$ cat config.mk
export PLATFORM = sky130hd
export DESIGN_NAME = disp_share_arbiter
export DESIGN_NICKNAME = d
export VERILOG_FILES = /design/src/rtl/disp_pkg.sv /design/src/rtl/disp_rr_pick.sv /design/src/rtl/disp_share_arbiter.sv
export SDC_FILE = /design/constraint.sdc
export NUM_CORES = 1
export LEC_CHECK = 0
export ABC_CLOCK_PERIOD_IN_PS = 3300
export CAP_MARGIN = 20
export CORE_MARGIN = 5
export CORE_UTILIZATION = 45
export CTS_CLUSTER_SIZE = 28
export DETAILED_ROUTE_END_ITERATION = 6
export PLACE_DENSITY_LB_ADDON = 0.2
export SYNTH_ARGS = -nofsm -noshare
export SYNTH_HDL_FRONTEND = slang
export SYNTH_SLANG_ARGS = --single-unit
export TNS_END_PERCENT = 1
$ cat constraint.sdc
create_clock -name clk_70hz -period 3.3 [get_ports clk_70hz]
set_clock_uncertainty 0.05 [all_clocks]
set_input_delay 0.825 -clock clk_70hz [delete_from_list [all_inputs] [get_ports clk_70hz]]
set_output_delay 0.825 -clock clk_70hz [all_outputs]
set_load 0.01 [all_outputs]
$ cat src/rtl/disp_pkg.sv
// Shared definitions for the display-sharing logic.
// Holds the arbiter state encoding, the BCD digit geometry of the 3-digit
// display, and a width helper for sizing counters and index registers.
package disp_pkg;

  typedef enum logic [1:0] {
    IDLE,
    OWN,
    BLANK
  } state_t;

  localparam int DIGIT_W  = 4;
  localparam int N_DIGITS = 3;
  localparam int VAL_W    = DIGIT_W * N_DIGITS;

  // Bits needed to hold the values 0..n-1 (never less than one bit).
  function automatic int cnt_width(input int n);
    return (n <= 2) ? 1 : $clog2(n);
  endfunction

endpackage

$ cat src/rtl/disp_rr_pick.sv
// Combinational round-robin picker.
// Searches req starting at (last_owner+1) mod N_REQ and reports the first
// set bit as winner; any_req flags that at least one request is pending.
// Ports:
//   req        in   N_REQ   request vector
//   last_owner in   IDX_W   index of the most recent owner
//   winner     out  IDX_W   index of the selected requester (0 when none)
//   any_req    out  1       at least one request bit is set
module disp_rr_pick
  import disp_pkg::*;
#(
  parameter int N_REQ = 3,
  parameter int IDX_W = cnt_width(N_REQ)
) (
  input  logic [N_REQ-1:0] req,
  input  logic [IDX_W-1:0] last_owner,
  output logic [IDX_W-1:0] winner,
  output logic             any_req
);

  // Scan from the farthest position back to the nearest so the nearest set
  // bit after last_owner is the final assignment; last_owner itself is
  // visited first, so it only wins when it is the sole requester.
  always_comb begin
    winner  = '0;
    any_req = 1'b0;
    for (int k = N_REQ; k >= 1; k--) begin
      if (req[(int'(last_owner) + k) % N_REQ]) begin
        winner  = IDX_W'((int'(last_owner) + k) % N_REQ);
        any_req = 1'b1;
      end
    end
  end

endmodule

$ cat src/rtl/disp_share_arbiter.sv
// Round-robin owner of the shared 3-digit seven-segment display.
// Grants the display to one requester at a time, guarantees each contended
// owner DWELL_TICKS cycles, and blanks the display for BLANK_TICKS cycles
// between owners to avoid ghosting. All outputs are registered.
// Ports:
//   clk_70hz  in   1         display-rate clock
//   reset     in   1         asynchronous, active-high
//   req       in   N_REQ     level request per requester
//   val       in   12*N_REQ  {hundreds,tens,ones} BCD per requester
//   grant     out  N_REQ     one-hot current owner, zero when none
//   disp_en   out  1         display multiplexer enable
//   ones      out  4         BCD digit 0
//   tens      out  4         BCD digit 1
//   hundreds  out  4         BCD digit 2
//   busy      out  1         high while owning or blanking
module disp_share_arbiter
  import disp_pkg::*;
#(
  parameter int N_REQ       = 3,
  parameter int DWELL_TICKS = 140,
  parameter int BLANK_TICKS = 7
) (
  input  logic                   clk_70hz,
  input  logic                   reset,
  input  logic [N_REQ-1:0]       req,
  input  logic [VAL_W*N_REQ-1:0] val,
  output logic [N_REQ-1:0]       grant,
  output logic                   disp_en,
  output logic [DIGIT_W-1:0]     ones,
  output logic [DIGIT_W-1:0]     tens,
  output logic [DIGIT_W-1:0]     hundreds,
  output logic                   busy
);

  localparam int IDX_W   = cnt_width(N_REQ);
  localparam int DWELL_W = cnt_width(DWELL_TICKS);
  localparam int BLANK_W = cnt_width(BLANK_TICKS);

  localparam logic [IDX_W-1:0]   LAST_RESET = IDX_W'(N_REQ - 1);
  localparam logic [DWELL_W-1:0] DWELL_LAST = DWELL_W'(DWELL_TICKS - 1);
  localparam logic [BLANK_W-1:0] BLANK_LAST = BLANK_W'(BLANK_TICKS - 1);

  state_t             state, state_n;
  logic [IDX_W-1:0]   owner, owner_n;
  logic [IDX_W-1:0]   last_owner, last_owner_n;
  logic [DWELL_W-1:0] dwell_cnt, dwell_cnt_n;
  logic [BLANK_W-1:0] blank_cnt, blank_cnt_n;
  logic [VAL_W-1:0]   digits_n;
  logic [N_REQ-1:0]   grant_n;

  logic [IDX_W-1:0]   winner;
  logic               any_req;
  logic [VAL_W-1:0]   own_val;
  logic [VAL_W-1:0]   win_val;
  logic               owner_req;
  logic               others_req;

  disp_rr_pick #(
    .N_REQ (N_REQ),
    .IDX_W (IDX_W)
  ) u_pick (
    .req        (req),
    .last_owner (last_owner),
    .winner     (winner),
    .any_req    (any_req)
  );

  // Select the BCD slices of the current owner and of the arbitration winner.
  always_comb begin
    own_val = '0;
    win_val = '0;
    for (int i = 0; i < N_REQ; i++) begin
      if (owner == IDX_W'(i)) own_val = val[i*VAL_W +: VAL_W];
      if (winner == IDX_W'(i)) win_val = val[i*VAL_W +: VAL_W];
    end
  end

  // grant is the registered one-hot of owner while in OWN, so it doubles as
  // the mask separating the owner's request from everyone else's.
  assign owner_req  = |(req & grant);
  assign others_req = |(req & ~grant);

  // Next-state logic; every register's next value defaults to holding.
  always_comb begin
    state_n      = state;
    owner_n      = owner;
    last_owner_n = last_owner;
    dwell_cnt_n  = dwell_cnt;
    blank_cnt_n  = blank_cnt;
    digits_n     = {hundreds, tens, ones};

    case (state)
      IDLE: begin
        if (any_req) begin
          state_n      = OWN;
          owner_n      = winner;
          last_owner_n = winner;
          dwell_cnt_n  = '0;
          digits_n     = win_val;
        end
      end
      OWN: begin
        digits_n = own_val;
        if (!owner_req || (dwell_cnt == DWELL_LAST && others_req)) begin
          state_n     = BLANK;
          blank_cnt_n = '0;
        end else if (dwell_cnt != DWELL_LAST) begin
          dwell_cnt_n = dwell_cnt + DWELL_W'(1);
        end
      end
      BLANK: begin
        if (blank_cnt == BLANK_LAST) begin
          if (any_req) begin
            state_n      = OWN;
            owner_n      = winner;
            last_owner_n = winner;
            dwell_cnt_n  = '0;
            digits_n     = win_val;
          end else begin
            state_n = IDLE;
          end
        end else begin
          blank_cnt_n = blank_cnt + BLANK_W'(1);
        end
      end
      default: state_n = IDLE;
    endcase

    grant_n = '0;
    if (state_n == OWN) grant_n = {{(N_REQ-1){1'b0}}, 1'b1} << owner_n;
  end

  // State, counters and all outputs are registered from the next-state values.
  always_ff @(posedge clk_70hz or posedge reset) begin
    if (reset) begin
      state      <= IDLE;
      owner      <= '0;
      last_owner <= LAST_RESET;
      dwell_cnt  <= '0;
      blank_cnt  <= '0;
      grant      <= '0;
      disp_en    <= 1'b0;
      busy       <= 1'b0;
      ones       <= '0;
      tens       <= '0;
      hundreds   <= '0;
    end else begin
      state                  <= state_n;
      owner                  <= owner_n;
      last_owner             <= last_owner_n;
      dwell_cnt              <= dwell_cnt_n;
      blank_cnt              <= blank_cnt_n;
      grant                  <= grant_n;
      disp_en                <= (state_n == OWN);
      busy                   <= (state_n != IDLE);
      {hundreds, tens, ones} <= digits_n;
    end
  end

endmodule

==> summary.md <==
| Metric | Value |
|---|---|
| CTS max path bufs | `2` |
| Non-filler cells, final | `389` |
| CTS Root Cell | `clkbuf_8` |
| Clock share of power | `0.113` |
| Max Fclk | `344 MHz` |
| Resize count post-CTS | `0` |
| Post-synth EDFFs | `0` |
| Setup slack, reg-to-reg | `630 ps` |
| Worst EP arrival | `just over 3000 ps` |
| Mean Syn Cell Area | `8.84 µm²` |
| CTS H-tree depth | `2` |
| Die height | `81.7 µm` |
| Count leader, synth | `nand2_1` |
| Max FO, Critical Path | `11` |
| Final setup viols | `0` |
| Fillers | `460` |
| Worst-case reg-to-reg path depth | `8` |
| Final Cell Area | `3030 µm²` |
| Required time of the worst setup path | `3460 ps` |
| Dpl cell area | `a little under 3000 µm²` |
| Num CTS Buffers | `5` |
| Clk Latency, worst-skew pair | `290 ps` |
| Met2 routed WL | `2970 µm` |
| Startpoint types | `input port` |
| Final Hold Fails | `0` |
| Total design power | `0.00280 W` |
| Synth-to-Final Area Change | `30.7%` |
| Top cells by area, synth | `dfrtp_1 36%, a31oi_1 6.5%, nand2_1 5.5%` |
| Gpl congestion | `0.784` |
| GRT Resource Usage Total | `0.198` |
| Met1 Wirelength | `around 2700 µm` |
| FF+latch area | `852 µm²` |
| Yosys top cell by area | `dfrtp_1` |
| Top_reg_cell synth | `dfrtp_1` |
| Highest routed layer | `met4` |
| Hold buffer count at cts | `0` |
| Initial antenna violation count | `0` |
| Commonest cells in the netlist | `34 x nand2_1, 33 x dfrtp_1, 24 x a31oi_1, 20 x o21ai_0, 15 x nand3_1` |
| Routed wire length | `6110 µm` |
| Status | `complete, no violations` |
| Rel. slew slack | `0.339` |
| Met3 wire length | `~380 µm` |
| I/O pin cnt | `58` |
| HPWL Detailed | `between 4000 and 5000 µm` |
| CP Capture Type | `flip-flop` |
| Yosys cell types | `56` |
| Vias in the first global route | `2264` |
| WHS Path Cells | `2` |
| Sw frac | `0.454` |
| Final Slew Violations | `0` |
| CP startpoint | `req[2]` |
| Cell internal pwr | `between 0.0015 and 0.002 W` |
| Leak Pwr | `around 1.2 nW` |
| Layout cells sized above 1 | `0.0972` |
| Top cell type's share of synthesized area | `0.357` |
| Synthesized Nets | `309` |
| DRC viols | `0` |
| Std cell rows | `26` |
| Reg-to-reg startpoint | `last_owner[0]$_DFFE_PP0P_` |
| Min Tclk post-route | `2910 ps` |
| Post-synthesis cell count | `~260` |
| First-pass GRT wire length | `10300 µm` |
| Post-DRT Antenna Nets | `0` |
| Sequential share of the synthesized area | `0.368` |
| Power density over the cells | `926 nW/µm²` |
| Antenna diode count | `0` |
| Via count | `roughly 2200` |
| Number of vias per cell | `between 5 and 6` |
| FF+latch count, synth | `34` |
| Core Box Area | `5040 µm²` |
| Flop pwr share | `0.270` |
| Area occupied by multi-input gates | `1320 µm²` |
| Hold path startpoint | `last_owner[1]$_DFFE_PP1P_` |
| Worst Tran Pin Value | `991 ps` |
| Sw Pwr | `between 0.001 and 0.0015 W` |
| Async SR Flop Fraction | `1.00` |
| Drt pass-1 iters | `4` |
| PortBufs | `57` |
| Setup CP Type | `in -> reg` |
| Hold/Removal Path Class | `reg -> reg` |
| RSZ-0062 raised after global routing | `no` |
| CTS sink cnt | `34` |
| Fin crit share | `0.881` |
| Placed insts | `approximately 380` |
| WHS | `496 ps` |
| Mapped Area | `2320 µm²` |
| Maxcap violations | `0` |
| Die Wd | `81.7 µm` |
| Initial drt markers | `98` |
| Max IR drop VDD | `432 µV` |
| Routed WL per cell | `15.7 µm` |
| Clock slew at reported path FFs | `70 ps` |
| Comb pwr share | `0.617` |
| Setup TNS | `0 ps` |
| DIE AREA | `6680 µm²` |
| # Post-CTS Setup Buffers | `0` |
| Final nets | `365` |
| Initial Util | `0.459` |
| Congestion Overflow GR | `0` |
| Number of synthesis warnings | `0` |
| TritonCTS clock tree | `done` |
| Largest net degree at the start of global routing | `35` |
## state kept, by name (all words and copies together), names as in the netlist
name        cells
hundreds        4
tens            4
last_owner      2
busy            1
dwell_cnt       8
state           2
disp_en         1
blank_cnt       3
grant           3
owner           2
ones            4
## critical path, stage by stage
cell	delay [ps]
clkdlybuf4s50_1	520
buf_4	180
nand2b_4	60
a311o_1	380
o32ai_2	530
mux2i_4	380
inv_2	60
nor3_2	140
## power by group through the flow
stage	Clock [W]	Combinational [W]	Sequential, W
5_1_grt	0.000345	0.00193	0.000784
2_1_floorplan	0	0.00126	0.000730
6_report	0.000316	0.00173	0.000757
3_5_place_dp	0	0.00174	0.000756
3_3_place_gp	0	0.00171	0.000759
4_1_cts	0.000327	0.00174	0.000756
## cells in the final DEF (no fill, tap or decap), types with 2 or more instances in the layout
cell / netlist / final
a21o_1: 3 / 3
a21oi_1: 6 / 6
a31oi_1: 24 / 24
and2_1: 2 / 2
and3_1: 3 / 3
buf_4: 3 / 9
clkbuf_1: 6 / 2
clkbuf_8: 0 / 6
clkdlybuf4s50_1: 0 / 57
dfrtp_1: 33 / 33
ha_1: 6 / 6
inv_1: 9 / 9
inv_2: 2 / 2
mux2i_1: 12 / 12
nand2_1: 34 / 34
nand2b_1: 4 / 4
nand3_1: 15 / 15
nand4_1: 5 / 5
nand4b_1: 2 / 2
nor2_1: 11 / 11
nor2b_1: 3 / 3
o211ai_1: 12 / 12
o21ai_0: 20 / 20
o221ai_1: 2 / 2
or2b_1: 2 / 2
or3_1: 5 / 5
xor2_1: 2 / 2
## per-stage QoR
step | util | worst slack (ps)
2_1_floorplan | - | 982
3_3_place_gp | 0.583 | 161
3_5_place_dp | 0.583 | 92.4
4_1_cts | 0.600 | 408
5_1_grt | 0.600 | 247
6_report | 0.600 | 394
## final timing paths
check / end
setup / recovery: grant[0]$_DFF_PP0_
hold / removal: last_owner[1]$_DFFE_PP1P_
setup reg to reg: grant[0]$_DFF_PP0_
hold reg to reg: last_owner[1]$_DFFE_PP1P_
max in group asynchronous: last_owner[1]$_DFFE_PP1P_
min in group asynchronous: dwell_cnt[4]$_DFFE_PP0P_
## area by class of cell
type                       count  share of cell area
clock buffer                   8              0.0298
inverter                      11              0.0136
multi-input combinational    200               0.436
sequential                    34               0.281
tap                           70              0.0289
timing repair buffer          66               0.211
## kinds of logic (layout without fill, tap and decap cells)
family / count (synthesis) / after routing / synth area share
muxes: 15 / 15 / 0.0724
adders and majority gates: 6 / 6 / 0.0324
buffers and inverters: 28 / 85 / 0.0627
xor gates and xnor gates: 2 / 2 / 0.00756
and+or+nand+nor: 95 / 95 / 0.215
DFF: 34 / 34 / 0.368
AOI/OAI and AO/OA: 82 / 82 / 0.242
## per-layer routing
layer	GRT usage	up-vias
li1	-	1086
met1	0.248	1042
met2	0.333	71
met3	0.0482	6
met4	0.0681	0
met5	0	-
No activity file was read; power rests on OpenSTA's default activity.
